$ cat config.mk
export PLATFORM = sky130hd
export DESIGN_NAME = rx_drain_ctrl
export DESIGN_NICKNAME = d
export VERILOG_FILES = /design/src/rtl/rx_drain_ctrl.sv
export SDC_FILE = /design/constraint.sdc
export NUM_CORES = 1
export LEC_CHECK = 0
export BUFFER_PORTS_ARGS = -buffer_cell sky130_fd_sc_hd__buf_2
export CAP_MARGIN = 40
export CORE_UTILIZATION = 37
export CTS_CLUSTER_DIAMETER = 50
export DETAILED_ROUTE_END_ITERATION = 10
export GPL_ROUTABILITY_DRIVEN = 1
export HOLD_SLACK_MARGIN = 0.12
export MAX_ROUTING_LAYER = met4
export PLACE_DENSITY = 0.64
export SETUP_SLACK_MARGIN = 0.5
export SYNTH_ARGS = -nofsm -noshare
export SYNTH_HDL_FRONTEND = slang
export SYNTH_SLANG_ARGS = --single-unit
$ cat constraint.sdc
create_clock -name clk -period 2.1 [get_ports clk]
set_clock_uncertainty 0.2 [all_clocks]
set_input_delay 0 -clock clk [delete_from_list [all_inputs] [get_ports clk]]
set_output_delay 0 -clock clk [all_outputs]
set_load 0.05 [all_outputs]
$ cat src/rtl/rx_drain_ctrl.sv
// UART receive drain: acknowledges received bytes into a small FIFO
// and counts framing/overrun error events in saturating counters.
module rx_drain_ctrl #(
  parameter int FIFO_DEPTH = 4,
  parameter int CNT_WIDTH  = 8
) (
  input  logic                          clk,
  input  logic                          n_rst,
  input  logic                          data_ready,
  input  logic [7:0]                    rx_data,
  input  logic                          framing_error,
  input  logic                          overrun_error,
  output logic                          data_read,
  input  logic                          pop,
  output logic [7:0]                    pop_data,
  output logic                          fifo_empty,
  output logic                          fifo_full,
  output logic [$clog2(FIFO_DEPTH):0]   fifo_count,
  input  logic                          clr_cnt,
  output logic [CNT_WIDTH-1:0]          frame_err_cnt,
  output logic [CNT_WIDTH-1:0]          overrun_cnt
);

  localparam int AW = $clog2(FIFO_DEPTH);
  localparam int CW = AW + 1;
  localparam logic [CNT_WIDTH-1:0] CNT_MAX = '1;

  typedef enum logic [1:0] {
    IDLE,
    ACK,
    SETTLE
  } state_e;

  state_e               state_q, state_d;
  logic                 data_read_q, data_read_d;
  logic [AW-1:0]        wr_ptr_q, wr_ptr_d;
  logic [AW-1:0]        rd_ptr_q, rd_ptr_d;
  logic [CW-1:0]        count_q, count_d;
  logic                 fe_q, fe_d;
  logic                 ov_q, ov_d;
  logic [CNT_WIDTH-1:0] fe_cnt_q, fe_cnt_d;
  logic [CNT_WIDTH-1:0] ov_cnt_q, ov_cnt_d;
  logic [7:0]           mem [FIFO_DEPTH];

  logic push;
  logic do_pop;
  logic full;
  logic empty;
  logic fe_evt;
  logic ov_evt;

  function automatic logic [CNT_WIDTH-1:0] next_cnt(
    input logic [CNT_WIDTH-1:0] cnt,
    input logic                 evt,
    input logic                 clr
  );
    logic [CNT_WIDTH-1:0] base;
    base = clr ? '0 : cnt;
    if (evt && base != CNT_MAX)
      return base + 1'b1;
    return base;
  endfunction

  assign full   = (count_q == CW'(FIFO_DEPTH));
  assign empty  = (count_q == '0);
  assign push   = (state_q == IDLE) && data_ready && !full;
  assign do_pop = pop && !empty;
  assign fe_evt = framing_error && !fe_q;
  assign ov_evt = overrun_error && !ov_q;

  always_comb begin
    state_d     = state_q;
    data_read_d = 1'b0;
    wr_ptr_d    = wr_ptr_q;
    rd_ptr_d    = rd_ptr_q;
    count_d     = count_q;
    unique case (state_q)
      IDLE:    if (push) state_d = ACK;
      ACK:     state_d = SETTLE;
      SETTLE:  state_d = IDLE;
      default: state_d = IDLE;
    endcase
    data_read_d = (state_d == ACK);
    if (push)
      wr_ptr_d = wr_ptr_q + 1'b1;
    if (do_pop)
      rd_ptr_d = rd_ptr_q + 1'b1;
    unique case ({push, do_pop})
      2'b10:   count_d = count_q + 1'b1;
      2'b01:   count_d = count_q - 1'b1;
      default: count_d = count_q;
    endcase
    fe_d     = framing_error;
    ov_d     = overrun_error;
    fe_cnt_d = next_cnt(fe_cnt_q, fe_evt, clr_cnt);
    ov_cnt_d = next_cnt(ov_cnt_q, ov_evt, clr_cnt);
  end

  always_ff @(posedge clk or negedge n_rst) begin
    if (!n_rst) begin
      state_q     <= IDLE;
      data_read_q <= 1'b0;
      wr_ptr_q    <= '0;
      rd_ptr_q    <= '0;
      count_q     <= '0;
      fe_q        <= 1'b0;
      ov_q        <= 1'b0;
      fe_cnt_q    <= '0;
      ov_cnt_q    <= '0;
    end else begin
      state_q     <= state_d;
      data_read_q <= data_read_d;
      wr_ptr_q    <= wr_ptr_d;
      rd_ptr_q    <= rd_ptr_d;
      count_q     <= count_d;
      fe_q        <= fe_d;
      ov_q        <= ov_d;
      fe_cnt_q    <= fe_cnt_d;
      ov_cnt_q    <= ov_cnt_d;
    end
  end

  // Storage survives reset; only pointers and count are cleared.
  always_ff @(posedge clk) begin
    if (push)
      mem[wr_ptr_q] <= rx_data;
  end

  assign data_read     = data_read_q;
  assign pop_data      = mem[rd_ptr_q];
  assign fifo_empty    = empty;
  assign fifo_full     = full;
  assign fifo_count    = count_q;
  assign frame_err_cnt = fe_cnt_q;
  assign overrun_cnt   = ov_cnt_q;

endmodule

---- Yosys cells after proc, flatten, opt, wreduce, memory -nomap -nowiden ----
Memories as Yosys holds them, arrays and structs flattened.
Index checks and enable logic that the tools add are counted.
storage, ports and cells
  bits in writable memories ............... 32
  output and inout port bits .............. 30
  memories ................................ 1
  word-level logic and storage cells ...... 50
  register bits ........................... 28
operators by class
  muxes and demuxes ....................... 13
  add/subtract/negate cells ............... 6
  eq/ne operators ......................... 7
  reductions and logical operators ........ 14
memories
  memory  depth  width  read ports  clocked after Yosys merged registers in  wr ports  RTL line  text
  mem     4      8      1           0                                        1         43        logic [7:0] mem [FIFO_DEPTH];
operators by type and width
  kind                                                                 count
  8-bit two-way mux                                                    6
  8-bit by 1-bit adder with 8-bit output (second input constant)       2
  8-bit != test (second input constant)                                2
  1-bit logical AND                                                    7
  2-bit by 1-bit == test with 1-bit output (second input constant)     3
  3-bit one-hot mux with 2 select lines                                1
  2-bit by 1-bit adder with 2-bit output (second input constant)       2
  1-bit logical NOT                                                    4
  1-bit two-way mux                                                    4
  2-bit one-hot mux with 2 select lines                                1
  3-bit by 1-bit adder with 3-bit output (second input constant)       1
  3-bit == test (second input constant)                                1
  3-bit logical NOT                                                    1
  3-bit by 1-bit subtractor with 3-bit output (second input constant)  1
  2-bit == test (second input constant)                                1
  2-bit logical NOT                                                    1
  2-bit two-way mux                                                    1
  2-bit nonzero test                                                   1

---- Logic depth before layout (Yosys ltp) ----
  depth in word-level cells ............... 6
  mapped depth ............................ 10
  mapped depth without buffers ............ 10

---- Worst setup path before layout ----
Ideal clock, no wire load.
  path type ............................... reg-to-reg
  start ................................... register count_q[2], in the netlist fifo_count[2]
  end ..................................... register count_q[2], in the netlist fifo_count[2]
  cell stages (with the launch flop) ...... 9
  data required time ...................... 1.755 ns
  setup time .............................. 0.145 ns
  data arrival time ....................... 2.841 ns
  setup slack ............................. -1.086 ns
  cell sequence ........................... dfrtp_1 > nor3_1 > nor2b_1 > ha_1 > inv_1 > fa_1 > xor2_1 > nor2_1 > xor2_1
between the ends
  word-level cells in the longest chain between the ends .. 5
  elaborated cells between the ends (all ways) .. 12
  those cells by class .................... 2 x add/sub; 3 x eq/ne; 1 x mux; 6 x reduce/logical
RTL lines
  element                                                                      RTL line  text
  from (decl)                                                                  38        logic [CW-1:0] count_q, count_d;
  from (signal assigned)                                                       115       count_q <= count_d;
  3-bit logical NOT (*)                                                        65        assign empty = (count_q == '0);
  named net fifo_empty                                                         16        output logic fifo_empty,
  1-bit logical NOT (*)                                                        67        assign do_pop = pop && !empty;
  1-bit logical AND (*)                                                        67
  named net do_pop                                                             46        logic do_pop;
  2-bit by 1-bit == test with 1-bit output or 2-bit == test (tied branches)    88        unique case ({push, do_pop})
  3-bit one-hot mux with 2 select lines or 2-bit nonzero test (tied branches)  -
The timed path passes the listed nets; every way through them passes the cells marked *.
A chain may end at the register's enable or synchronous reset.

---- Worst setup path after layout ----
  start ................................... register count_q[1], in the netlist fifo_count[1]
  end ..................................... register count_q[2], in the netlist fifo_count[2]
between the ends
  word-level cells in the longest chain between the ends .. 5
  elaborated cells between the ends (all ways) .. 12
  those cells by class .................... 2 x add/sub; 3 x eq/ne; 1 x mux; 6 x reduce/logical
RTL lines
  element                                                                      RTL line
  3-bit == test or 3-bit logical NOT (tied branches)                           64, 65
  1-bit logical NOT (on tied branches)                                         66, 67
  1-bit logical AND (on tied branches)                                         66, 67
  2-bit by 1-bit == test with 1-bit output or 2-bit == test (tied branches)    88
  3-bit one-hot mux with 2 select lines or 2-bit nonzero test (tied branches)  -
Parallel ways exist; a longest one is shown, timed or not.

==> flow_metrics.tcl <==
set metrics [dict create \
    run_status "finished, violations left" \
    violations "hold timing" \
    row_count 30 \
    detailroute.wirelength.met2_um 2952 \
    drtPass1Iterations 4 \
    vdd_ir_drop_max_v 0.0003790 \
    syn_inst 183 \
    unique_cell_type_count_in_the_yosys_netlist 40 \
    antennaDiodeCount 0 \
    met1_length_um 2395 \
    dr.max_layer_used "met4" \
    fin_crit_sh_pct 98.02 \
    hold_path_class "in2reg" \
    total_number_of_vias 1855 \
    crit_family "adder cells" \
    whs_path_depth 3 \
    place_worst_setup_slack_ps 14.96 \
    ios 45 \
    clk_sinks 60 \
    clock_tree.root_cell "clkbuf_8" \
    dp_hpwl_um 3178 \
    drt_iter0_drc 49 \
    ys_seq_elements 60 \
    worst-r2r-cell-count 10 \
    design_power_total_w 0.005078 \
    wl_per_cell_um 14.53 \
    antenna_found_initial 0 \
    cts_inserted_buffers 9 \
    syn-cell-area_sq_mm 0.002628 \
    die_width_um 86.27 \
    grt_pass1_wl_um 8259 \
    leading_area_contributor_after_synthesis "edfxtp_1" \
    floorplan.initialDensity_pct 38.46 \
    ys_warn_count 0 \
    time_the_final_worst_path_needs_with_i_o_delays_and_setup_ps 2058 \
    cts.path.max_buffers 2 \
    power.static_leakage_nw 1.640 \
    grt_start_max_net_pins 29 \
    power_density_mw_per_mm2 1277 \
    fmaxAchievable_mhz 485.8 \
    synth_top_area_share_pct 36.57 \
    count_of_max_cap_constraint_violations 0 \
    cp_data_required_time_ps 2160 \
    final_layout_size_suffix_gt1_share_pct 53.24 \
    drc_errors 0 \
    cp.buffers_inverters 3 \
    crit_path_end_kind "flip-flop" \
    antenna_violating_nets_left 0 \
    fp.dieArea_sq_mm 0.007443 \
    chipHeight_um 86.27 \
    synthesis.nets 206 \
    io_buffers 44 \
    tritoncts "done" \
    place_congestion 0.8120 \
    grt_util_all_layers_pct 15.44 \
    number_of_max_slew_violations_in_the_final_report 0 \
    cts.htree.levels 3 \
    drt_wl_total_um 5652 \
    setup-violations-final 0 \
    cp_slowest_stage_delay_ps 420 \
    grt_pass1_vias 1801 \
    globalRoute.totalOverflow 0 \
    worst_path_max_delay_cell "dfrtp_2" \
    worst_pin_slew_ps 679.8 \
    layout_setup_ws_ps 41.65 \
    critical_path_depth 10 \
    post_drt_via_cell_ratio 4.769 \
    timing.hold.ws_ps -147.7 \
    setup.worst_path.start_class "flip-flop" \
    place_area_sq_mm 0.003110 \
    postLayoutCellArea_sq_mm 0.003978 \
    synth_seq_area_share_pct 63.24 \
    crit_fanout 3 \
    route.met3.wl_um 203 \
    synthToLayoutAreaGrowth_pct 51.38 \
    num-nets-final 311 \
    synthTopCellsByArea "edfxtp_1 37%, dfrtp_1 27%, mux4_2 6.9%, ha_1 3.3%, nor2b_1 2.6%" \
    crit_chain "inv_2, and3_4, nor4b_4, inv_1, ha_4, inv_2, fa_2, xor2_1, nor2_1, xor2_1" \
    slew_headroom_pct 54.68 \
    fin_setup_tns_ps 0 \
    worstSetupPathType "reg2reg" \
    clock_insertion_delay_worst_skew_ps 330 \
    hold_fails_final_rpt 2 \
    cts.reportedPaths.clkPinSlew_ps 70 \
    crit_arrival_ps 2120 \
    core_sq_mm 0.006832 \
    unrepaired_setup_endpoints_after_global_routing "true" \
    syn-mean-instance-area_sq_um 14.36 \
]
stage by stage:
stage                     hold slack (ps)  std cells  util, %
after global routing               -134.3        389    58.22
after global placement             -118.1        327    45.53
after floorplan                    -495.6        183        -
after detailed placement           -127.7        327    45.53
final                              -147.7        389    58.22
after CTS                          -102.3        382    55.07
final cells by class:
type                       instances  area (sq um)
inverter                           8         30.03
timing repair buffer              98         800.8
clock inverter                     6         88.84
tap                               96         120.1
sequential                        60          1677
clock buffer                      10         127.6
multi-input combinational        111          1134
fill                             544          2854
cells in the mapped netlist:
master and count:
and4b_1 1, nor3b_1 1, a31oi_1 3, inv_1 7, mux2_2 3, and3_1 2
nor4b_4 1, and2_2 4, dfrtp_1 28, nand3_1 4, o31a_1 1, nand2b_1 4
nor3_1 7, mux2_4 1, a311oi_1 1, buf_1 2, a221oi_1 2, inv_2 1
nor2_1 12, a21oi_1 4, nor4_1 1, o21ai_0 2, fa_1 1, mux4_2 8
nor2b_1 11, nor4b_1 1, ha_1 7, o211ai_1 1, edfxtp_1 32, and3_4 1
buf_2 1, mux2i_1 3, xnor2_1 3, nand2_1 9, and4_1 1, nand4_1 3
xor2_1 5, o21bai_1 1, clkbuf_2 1, nand4b_1 2
worst paths after layout:
| kind | from | endpoint | slack, ps |
|---|---|---|---|
| worst max-delay path | fifo_count[1] | fifo_count[2] | 40 |
| worst min-delay path | pop | rd_ptr_q[0] | -150 |
| worst max register to register | fifo_count[1] | fifo_count[2] | 40 |
| worst min register to register | state_q[0] | data_read | 300 |
| max in group asynchronous | n_rst | frame_err_cnt[3] | 650 |
| min in group asynchronous | n_rst | frame_err_cnt[4] | 570 |
kinds of logic (layout without fill, tap and decap cells):
kind of cell | count (synthesis) | count (layout) | share of synthesized area (%)
flops | 60 | 60 | 63.24
xor+xnor | 8 | 8 | 2.667
buf+inv | 12 | 122 | 1.809
compound gates | 15 | 15 | 3.762
simple gates | 65 | 65 | 14.57
fa+ha+maj | 8 | 8 | 4.095
mux | 15 | 15 | 9.857
where the power goes:
| group | internal (W) | switching [W] |
|---|---|---|
| Clock | 0.000668 | 0.000468 |
| Combinational | 0.00111 | 0.00122 |
| Sequential | 0.00148 | 0.000136 |
worst min-delay path, cell delays in order:
cell     delay [ps]
buf_2            80
nor2b_4         190
xor2_1           80
layout by cell type (no fill, tap or decap), types with 5 or more instances in the layout:
cell type       n
buf_2          34
buf_4          25
buf_6          12
buf_8           8
clkbuf_8        9
dfrtp_1        16
dfrtp_2        12
dlygate4sd3_1  18
edfxtp_1       32
inv_1           5
mux4_2          8
nand2_1         8
nor2_1         11
nor2b_4         6
xor2_1          5
flip-flops by register name, indices dropped and copies added, names as in the netlist:
register       count
mem               32
frame_err_cnt      8
overrun_cnt        8
fifo_count         3
rd_ptr_q           2
state_q            2
wr_ptr_q           2
data_read          1
fe_q               1
ov_q               1
per-layer routing:
metal / up-vias / GRT usage (%)
met5: - / -
met3: 10 / 3.905
met4: 0 / 7.424
li1: 885 / -
met2: 44 / 25.04
met1: 916 / 18.01
timing repair:
action,CTS,global route
endpoints found under the hold margin,84,12
gates cloned,0,0
resized for setup,31,37
hold buffers,15,3
buffers inserted,24,4
pin swaps,14,10
endpoints found under the setup margin,52,61
No activity file was read; power rests on OpenSTA's default activity.
